## config.mk

```make
export PLATFORM = sky130hd
export DESIGN_NAME = register_bank
export DESIGN_NICKNAME = d
export VERILOG_FILES = /design/src/rtl/register_bank_pkg.sv /design/src/rtl/register_bank_dump_ctrl.sv /design/src/rtl/register_bank.sv
export SDC_FILE = /design/constraint.sdc
export NUM_CORES = 2
export LEC_CHECK = 0
export CAP_MARGIN = 20
export CORE_MARGIN = 4
export CORE_UTILIZATION = 45
export CTS_BUF_LIST = sky130_fd_sc_hd__clkbuf_16
export DETAILED_ROUTE_END_ITERATION = 16
export PLACE_DENSITY = 0.62
export RECOVER_POWER = 100
export SYNTH_ARGS = -nofsm -noshare
export SYNTH_HDL_FRONTEND = slang
export SYNTH_SLANG_ARGS = --single-unit
```

## constraint.sdc

```tcl
create_clock -name i_clk -period 2.4 [get_ports i_clk]
set_input_delay 0.36 -clock i_clk [delete_from_list [all_inputs] [get_ports i_clk]]
set_output_delay 0.36 -clock i_clk [all_outputs]
set_load 0.02 [all_outputs]
```

## src/rtl/register_bank_pkg.sv

```systemverilog
// Shared definitions for the MIPS register file: sizes, the zero-register
// address and the states of the register-dump sequencer.
package register_bank_pkg;

    localparam int DATA_SIZE = 32;
    localparam int REG_SIZE  = 5;
    localparam int REG_COUNT = 2 ** REG_SIZE;

    localparam int REG_ZERO = 0;

    typedef enum logic [1:0] {
        ST_IDLE = 2'd0,
        ST_DUMP = 2'd1,
        ST_DONE = 2'd2
    } dump_state_t;

    // True when an address refers to the hard-wired zero register.
    function automatic logic is_zero_reg(input logic [REG_SIZE-1:0] addr);
        return (addr == REG_SIZE'(REG_ZERO));
    endfunction

endpackage

```

## src/rtl/register_bank_dump_ctrl.sv

```systemverilog
// Register-dump sequencer: walks the index 0..REG_COUNT-1 under a
// valid/ready handshake and pulses done once after the last word is taken.
module reg_dump_ctrl
    import register_bank_pkg::*;
#(
    parameter int REG_SIZE = 5
) (
    input  logic                i_clk,
    input  logic                i_reset,
    input  logic                i_dump_start,
    input  logic                i_dump_ready,
    output logic                o_dump_valid,
    output logic                o_dump_done,
    output logic [REG_SIZE-1:0] o_dump_index
);

    localparam logic [REG_SIZE-1:0] LAST_INDEX = {REG_SIZE{1'b1}};

    dump_state_t         state_r;
    logic [REG_SIZE-1:0] index_r;
    logic                valid_r;
    logic                done_r;

    // Dump FSM with registered valid/done flags and index counter.
    always_ff @(posedge i_clk) begin
        if (i_reset) begin
            state_r <= ST_IDLE;
            index_r <= {REG_SIZE{1'b0}};
            valid_r <= 1'b0;
            done_r  <= 1'b0;
        end else begin
            case (state_r)
                ST_IDLE: begin
                    done_r <= 1'b0;
                    if (i_dump_start) begin
                        state_r <= ST_DUMP;
                        index_r <= {REG_SIZE{1'b0}};
                        valid_r <= 1'b1;
                    end else begin
                        valid_r <= 1'b0;
                    end
                end
                ST_DUMP: begin
                    if (i_dump_ready) begin
                        if (index_r == LAST_INDEX) begin
                            state_r <= ST_DONE;
                            valid_r <= 1'b0;
                            done_r  <= 1'b1;
                        end else begin
                            index_r <= index_r + {{(REG_SIZE-1){1'b0}}, 1'b1};
                        end
                    end else begin
                        index_r <= index_r;
                    end
                end
                ST_DONE: begin
                    state_r <= ST_IDLE;
                    done_r  <= 1'b0;
                    valid_r <= 1'b0;
                end
                default: begin
                    state_r <= ST_IDLE;
                    index_r <= {REG_SIZE{1'b0}};
                    valid_r <= 1'b0;
                    done_r  <= 1'b0;
                end
            endcase
        end
    end

    assign o_dump_valid = valid_r;
    assign o_dump_done  = done_r;
    assign o_dump_index = index_r;

endmodule

```

## src/rtl/register_bank.sv

```systemverilog
// MIPS register file: 32 GPRs with zero register, two bypassed read ports,
// sticky halt flag and a handshaked register-dump stream for the debug UART.
module register_bank
    import register_bank_pkg::*;
#(
    parameter int DATA_SIZE = 32,
    parameter int REG_SIZE  = 5,
    parameter int REG_COUNT = 2 ** REG_SIZE
) (
    input  logic                 i_clk,
    input  logic                 i_reset,
    input  logic                 i_enable,
    input  logic                 i_reg_write,
    input  logic [REG_SIZE-1:0]  i_write_reg,
    input  logic [DATA_SIZE-1:0] i_write_data,
    input  logic                 i_halt,
    input  logic [REG_SIZE-1:0]  i_rs_addr,
    input  logic [REG_SIZE-1:0]  i_rt_addr,
    output logic [DATA_SIZE-1:0] o_rs_data,
    output logic [DATA_SIZE-1:0] o_rt_data,
    output logic                 o_halted,
    input  logic                 i_dump_start,
    input  logic                 i_dump_ready,
    output logic                 o_dump_valid,
    output logic [DATA_SIZE-1:0] o_dump_data,
    output logic                 o_dump_done
);

    logic [DATA_SIZE-1:0] regs_r [REG_COUNT];
    logic                 halted_r;
    logic                 write_s;
    logic [REG_SIZE-1:0]  dump_index_s;
    logic [DATA_SIZE-1:0] rs_data_s;
    logic [DATA_SIZE-1:0] rt_data_s;
    logic [DATA_SIZE-1:0] dump_data_s;

    assign write_s = i_enable && i_reg_write && !is_zero_reg(i_write_reg);

    // Register storage; reset clears every entry and beats a concurrent write.
    always_ff @(posedge i_clk) begin
        if (i_reset) begin
            for (int i = 0; i < REG_COUNT; i++) begin
                regs_r[i] <= {DATA_SIZE{1'b0}};
            end
        end else if (write_s) begin
            regs_r[i_write_reg] <= i_write_data;
        end else begin
            regs_r <= regs_r;
        end
    end

    // Sticky halt, only captured while the pipeline advances.
    always_ff @(posedge i_clk) begin
        if (i_reset) begin
            halted_r <= 1'b0;
        end else if (i_enable && i_halt) begin
            halted_r <= 1'b1;
        end else begin
            halted_r <= halted_r;
        end
    end

    // Read ports: zero register first, then same-cycle write bypass.
    always_comb begin
        rs_data_s = {DATA_SIZE{1'b0}};
        rt_data_s = {DATA_SIZE{1'b0}};
        if (is_zero_reg(i_rs_addr)) begin
            rs_data_s = {DATA_SIZE{1'b0}};
        end else if (write_s && (i_rs_addr == i_write_reg)) begin
            rs_data_s = i_write_data;
        end else begin
            rs_data_s = regs_r[i_rs_addr];
        end
        if (is_zero_reg(i_rt_addr)) begin
            rt_data_s = {DATA_SIZE{1'b0}};
        end else if (write_s && (i_rt_addr == i_write_reg)) begin
            rt_data_s = i_write_data;
        end else begin
            rt_data_s = regs_r[i_rt_addr];
        end
    end

    // Dump word shows stored contents only (no bypass), zero when idle.
    always_comb begin
        dump_data_s = {DATA_SIZE{1'b0}};
        if (o_dump_valid) begin
            dump_data_s = regs_r[dump_index_s];
        end else begin
            dump_data_s = {DATA_SIZE{1'b0}};
        end
    end

    reg_dump_ctrl #(
        .REG_SIZE (REG_SIZE)
    ) u_dump_ctrl (
        .i_clk        (i_clk),
        .i_reset      (i_reset),
        .i_dump_start (i_dump_start),
        .i_dump_ready (i_dump_ready),
        .o_dump_valid (o_dump_valid),
        .o_dump_done  (o_dump_done),
        .o_dump_index (dump_index_s)
    );

    assign o_rs_data   = rs_data_s;
    assign o_rt_data   = rt_data_s;
    assign o_halted    = halted_r;
    assign o_dump_data = dump_data_s;

endmodule

```

== Yosys cells after proc, flatten, opt, wreduce, memory -nomap -nowiden ==
Cells that the tools add are included.

* Reductions and logical operators: 16
* $add $sub $neg: 1
* $lt $le $gt $ge: 5
* Equality and inequality tests: 9
* Multiplexer cells: 29
* Bitwise operators: 6

{| class="wikitable"
|+ Operator list
! cell !! count
|-
| $bwmux 1024 || 1
|-
| $bmux 32 s5 || 3
|-
| $mux 32 || 12
|-
| $demux 32 s5 || 1
|-
| $ge 6x6->1 const B || 4
|-
| $not 5->6 || 4
|-
| $logic_not 5->1 || 3
|-
| $mux 5 || 3
|-
| $pmux 5 s3 || 1
|-
| $eq 5x5->1 || 2
|-
| $logic_and 1x1->1 || 6
|-
| $lt 6x1->1 const B || 1
|-
| $mux 2 || 3
|-
| $ne 2x2->1 const B || 3
|-
| $add 5x1->5 const B || 1
|-
| $eq 5x5->1 const B || 1
|-
| $pmux 2 s2 || 1
|-
| $reduce_and 2->1 || 2
|-
| $reduce_and 4->1 || 1
|-
| $mux 1 || 3
|-
| $reduce_and 3->1 || 1
|-
| $eq 2x1->1 const B || 1
|-
| $eq 2x2->1 const B || 1
|-
| $logic_not 2->1 || 1
|-
| 5 further kinds || 6
|}

* Output and inout port bits: 99
* Bits of input ports: 54
* Word-level logic and storage cells: 103
* Register bits: 1034

== Depth between registers and ports, before layout ==
* Depth in word-level cells: 6
* Gate-level depth with buffers: 10
* Mapped depth without buffers: 8

== By module ==
From an unflattened synthesis, not the netlist that was laid out.

* Cells, all modules: 6759
* Area total of the unflattened synthesis: 61717.9 sq um

{| class="wikitable"
|+ By module, submodules not included
! module !! times used !! sequential area each (sq um) !! cells each !! area each (sq um)
|-
| register_bank || 1 || 20519.7 || 6711 || 61270.0
|-
| reg_dump_ctrl || 1 || 180.2 || 48 || 447.9
|}

== Worst setup path before layout ==
OpenSTA, ideal clock, no wires.

* Kind: input to output
* Start: input i_rs_addr[0]
* End: output o_rs_data[30]
* Buffers on the path: 4
* Arrival: 2.263 ns
* Data required time: 2.040 ns
* Slack: -0.223 ns
* Cell stages on the path: 9
* Path through: buf_4 buf_12 buf_12 buf_6 mux2i_1 a22o_1 a2111oi_1 a311oi_1 a211oi_1

* Word-level cells in the longest chain between the ends: 6
* Elaborated cells between the ends (all ways): 9
* Classes of those cells: 1 x eq/ne; 5 x mux; 1 x bitwise; 2 x reduce/logical

{| class="wikitable"
|+ Ends and longest elaborated chain
! element !! line !! text
|-
| start: declaration || register_bank.sv:17 || <nowiki>input logic [REG_SIZE-1:0] i_rs_addr,</nowiki>
|-
| $not 5->6 (implied by the code) || register_bank.sv:72 || <nowiki>rs_data_s = regs_r[i_rs_addr];</nowiki>
|-
| $bmux 32 s5 || register_bank.sv:72 ||
|-
| $mux 32 (implied by the code) (2 in a row) || register_bank.sv:72 ||
|-
| $mux 32 || register_bank.sv:69 || <nowiki>end else if (write_s && (i_rs_addr == i_write_reg)) begin</nowiki>
|-
| $mux 32 (*) || register_bank.sv:67 || <nowiki>if (is_zero_reg(i_rs_addr)) begin</nowiki>
|-
| end: declaration || register_bank.sv:19 || <nowiki>output logic [DATA_SIZE-1:0] o_rs_data,</nowiki>
|}

Every way passes the cells marked *; elsewhere a longest branch is shown, timed or not. The select of a mux whose other input is x is not followed.

== Worst setup path in the final report ==
* Start: register u_dump_ctrl.index_r[0] (netlist: u_dump_ctrl.o_dump_index[0])
* End: output o_dump_data[27]

* Word-level cells in the longest chain between the ends: 5

{| class="wikitable"
|+ Ends and longest elaborated chain
! element !! line !! text
|-
| start: declaration || register_bank_dump_ctrl.sv:20 || <nowiki>logic [REG_SIZE-1:0] index_r;</nowiki>
|-
| start signal: assignment || register_bank_dump_ctrl.sv:28 || <nowiki>index_r <= {REG_SIZE{1'b0}};</nowiki>
|-
| start signal: assignment || register_bank_dump_ctrl.sv:37 || <nowiki>index_r <= {REG_SIZE{1'b0}};</nowiki>
|-
| start signal: assignment || register_bank_dump_ctrl.sv:50 || <nowiki>index_r <= index_r + {{(REG_SIZE-1){1'b0}}, 1'b1};</nowiki>
|-
| $not 5->6 (implied by the code) || register_bank.sv:87 || <nowiki>dump_data_s = regs_r[dump_index_s];</nowiki>
|-
| $bmux 32 s5 || register_bank.sv:87 ||
|-
| $mux 32 (implied by the code) (2 in a row) || register_bank.sv:87 ||
|-
| $mux 32 || register_bank.sv:86 || <nowiki>if (o_dump_valid) begin</nowiki>
|-
| end: declaration || register_bank.sv:25 || <nowiki>output logic [DATA_SIZE-1:0] o_dump_data,</nowiki>
|}

No other way between the ends. The select of a mux whose other input is x is not followed.

==> results.yml <==
clocking:
  root_buffer: "clkbuf_16"
  numClockSinks: 1034
  cts_tree: "built"
  clock_path_buffers: 3
  clock_latency_ns: 0.78
  clk_pin_slew_ns: 0.06
  cts_htree_levels: 3
  numCtsBuffers: 117
final_layout:
  nets: 7871
  area_delta_synth_final_pct: 40.4
  stdcell_area_um2: 86200
  drive_above_1_share: 0.414
  multi_input_area_um2: 40500
  utilization: 0.637
  layout.area.seq_um2: 21100
  nFillCells: 10900
grt:
  grt_overflow_total: 0
  grt_pass1_vias: 64200
  grt_pass1_wl_um: 476000
  grt_antenna_before_repair: 12
  grt_usage: 0.470
  grt_max_degree: 129
worst_setup_path:
  crit_path_max_incr_delay_ns: 0.56
  crit_buf_inv: 4
  worstSetupStartpointType: "flip-flop"
  r2r_end: "u_dump_ctrl.o_dump_index[2]$_SDFFE_PP0P_"
  ff2ff_path_depth: 12
  slowest_stage: "mux4_2"
  rrSetupSlack_ns: 0.06
  arrival_ns: 3.28
  crit_type: "reg2out"
  crit_fanout: 7
  crit_family: "multiplexers"
  end_kind: "output port"
  crit_path_cell_trace: "buf_12 > buf_16 > buf_12 > mux4_2 > mux4_2 > a22o_4 > buf_6"
  critPathRequiredTime_ns: 2.04
  timing.rr.start: "u_dump_ctrl.o_dump_index[0]$_SDFFE_PP0P_"
power:
  max-vdd-ir-drop_uv: 640
  power_density_nw_per_um2: 491
  leakage_nw: 31.1
  total_power_w: 0.0424
yosys:
  synth_top_cell_by_area: "dfxtp_1"
  ys_seq_elements: 1034
  synth_area_um2: 61400
  synth.top_cell.area_share: 0.337
  syn_inst: 6725
  ys_top_cells_by_count: "2061 x nand2_1, 1034 x dfxtp_1, 1022 x a21oi_1"
  syn_avg_cell_area_um2: 9.14
  synth-async-reset-ratio: 0
  synth_edf_count: 0
  yosysMostFrequentCell: "nand2_1"
  synth_cell_types: 76
  ys_top_cells_by_area: "dfxtp_1 34%, mux4_2 25%, nand2_1 13%"
  yosysWarnings: 0
  yosys_most_used_dff: "dfxtp_1"
  syn_nets: 6781
  seq_area_frac_synth: 0.337
placement:
  portBuffers: 152
  place_area_um2: 76100
  gp_congestion: 1.02
  place_hpwl_um: 234000
detailed_routing:
  postRouteAntennaNets: 0
  drt_first_pass_iters: 8
  drt-total-wl_um: 346000
  via_per_inst: 6.98
  drtIter0Drc: 11700
  vias: 67700
  wire_per_inst_um: 35.7
  route.detailed.drc: 0
sta:
  skew_ns: 0.00563
  hold_viol_final: 0
  max_freq_ghz: 0.275
  setup_violations: 679
  fin_crit_sh: 1.52
  drv_slew: 23
  setup_ws_ns: -1.24
  period_needed_ns: 3.64
  relSlewSlack: -0.0261
  worst_pin_slew_ns: 1.54
  setup_tns_ns: -175.43
  rsz0062_at_grt: "yes"
job:
  drv_cap: 1
status:
  violations: "capacitance limit, slew limit, setup timing"
  status: "finished with violations"
floorplan:
  dieArea_um2: 143000
  core_um2: 135000
  initial_utilization: 0.454
  die_w_um: 378
  rows: 135
  io_pins: 153
  die_h_um: 378
hold_path:
  min_from: "i_halt"
  hold_end: "o_halted$_SDFFE_PP0P_"
  hold_path_depth: 3
  hold_class: "in2reg"
## power by group
| group | total, W | internal [W] | switching, W |
|---|---|---|---|
| Clock | 0.0181 | 0.00998 | 0.00814 |
| Sequential | 0.0173 | 0.0172 | 0.0000668 |
| Combinational | 0.00696 | 0.00292 | 0.00404 |
## state kept, by name, summed over array words and instances (netlist names)
name / flops
u_dump_ctrl.o_dump_index: 5
o_halted: 1
u_dump_ctrl.o_dump_valid: 1
regs_r: 1024
u_dump_ctrl.state_r: 2
u_dump_ctrl.o_dump_done: 1
## worst max-delay path by stage
stage / endpoint / startpoint / depth (start not counted) / slack, ns
2_1_floorplan: o_rt_data[14] / i_write_reg[2] / 6 / -0.06
4_1_cts: o_dump_data[26] / u_dump_ctrl.o_dump_index[0]$_SDFFE_PP0P_ / 8 / -1.25
3_5_place_dp: o_rt_data[13] / i_rt_addr[1] / 10 / -1.54
5_1_grt: o_dump_data[27] / u_dump_ctrl.o_dump_index[0]$_SDFFE_PP0P_ / 7 / -1.23
3_3_place_gp: o_rt_data[13] / i_rt_addr[1] / 10 / -1.54
6_report: o_dump_data[27] / u_dump_ctrl.o_dump_index[0]$_SDFFE_PP0P_ / 7 / -1.24
## worst reg2reg max path, cell delays in order, from the launching register on
cell and delay [ns]:
dfxtp_4 0.37, buf_4 0.15, buf_8 0.15, buf_6 0.13
buf_2 0.14, ha_1 0.22, and3_1 0.19, ha_1 0.23
nor2b_4 0.16, o22ai_4 0.12, nor2_4 0.15, nand3b_1 0.09
a21oi_1 0.15
## metrics by stage
stage | hold WS (ns) | worst slack [ns] | cells
floorplan | 0.451 | -0.0630 | 6725
global placement | 0.450 | -1.54 | 9291
detailed placement | 0.459 | -1.54 | 9291
CTS | 0.190 | -1.25 | 9643
global route | 0.232 | -1.23 | 9687
finish | 0.188 | -1.24 | 9700
## routing by layer
layer  vias to the layer above  wire length, um  GRT usage
li1                      26500                -          -
met1                     32500           114000      0.558
met2                      6528           139000      0.654
met3                      2056            55400      0.191
met4                        12            37900      0.409
met5                         -              139    0.00240
## repair_timing
item | in CTS | in global routing
hold buffers | 1 | 0
gates resized for setup | 1092 | 369
setup buffers | 148 | 48
cloned | 21 | 8
setup endpoints to repair | 96 | 102
pin swaps | 208 | 160
endpoints found under the hold margin | 13 | 0
## cell families (layout without fill, tap and decap cells)
logic type / after synthesis / in the layout / share of synthesized area
flops: 1034 / 1034 / 0.337
fa+ha+maj: 2 / 2 / 0.000407
xor+xnor: 10 / 10 / 0.00143
simple gates: 2410 / 2410 / 0.156
other cells: 0 / 15 / 0
mux: 1006 / 1006 / 0.301
buf+inv: 756 / 1935 / 0.0583
compound gates: 1507 / 1507 / 0.146
## cell type report
cell class / count / share of cell area
multi-input combinational: 4935 / 0.469
sequential: 1034 / 0.244
timing repair buffer: 1718 / 0.217
clock buffer: 117 / 0.0340
tap: 1781 / 0.0258
clock inverter: 91 / 0.00868
inverter: 9 / 0.000479
antenna: 15 / 0.000435
## placed cells by master, fill, tap and decap left out, drive strengths merged, types with 11 or more instances in the layout
master	Yosys	layout
nor2	129	129
clkinv	1	52
bufinv	0	11
nor2b	58	58
a22oi	29	29
nand2b	18	18
a211oi	42	42
a211o	18	18
a221o	30	30
mux4	672	672
mux2i	310	310
o21ai	55	55
diode	0	15
a2111oi	12	12
dfxtp	1034	1034
nor4	18	18
a221oi	86	86
a22o	51	51
inv	8	34
clkdlybuf4s50	0	35
o21a	17	17
a21oi	1022	1022
mux2	24	24
clkbuf	530	143
buf	217	1648
a31oi	13	13
nand2	2061	2061
o22ai	79	79
nor3	45	45
nand3	30	30
(Power assumes the default switching activity.)
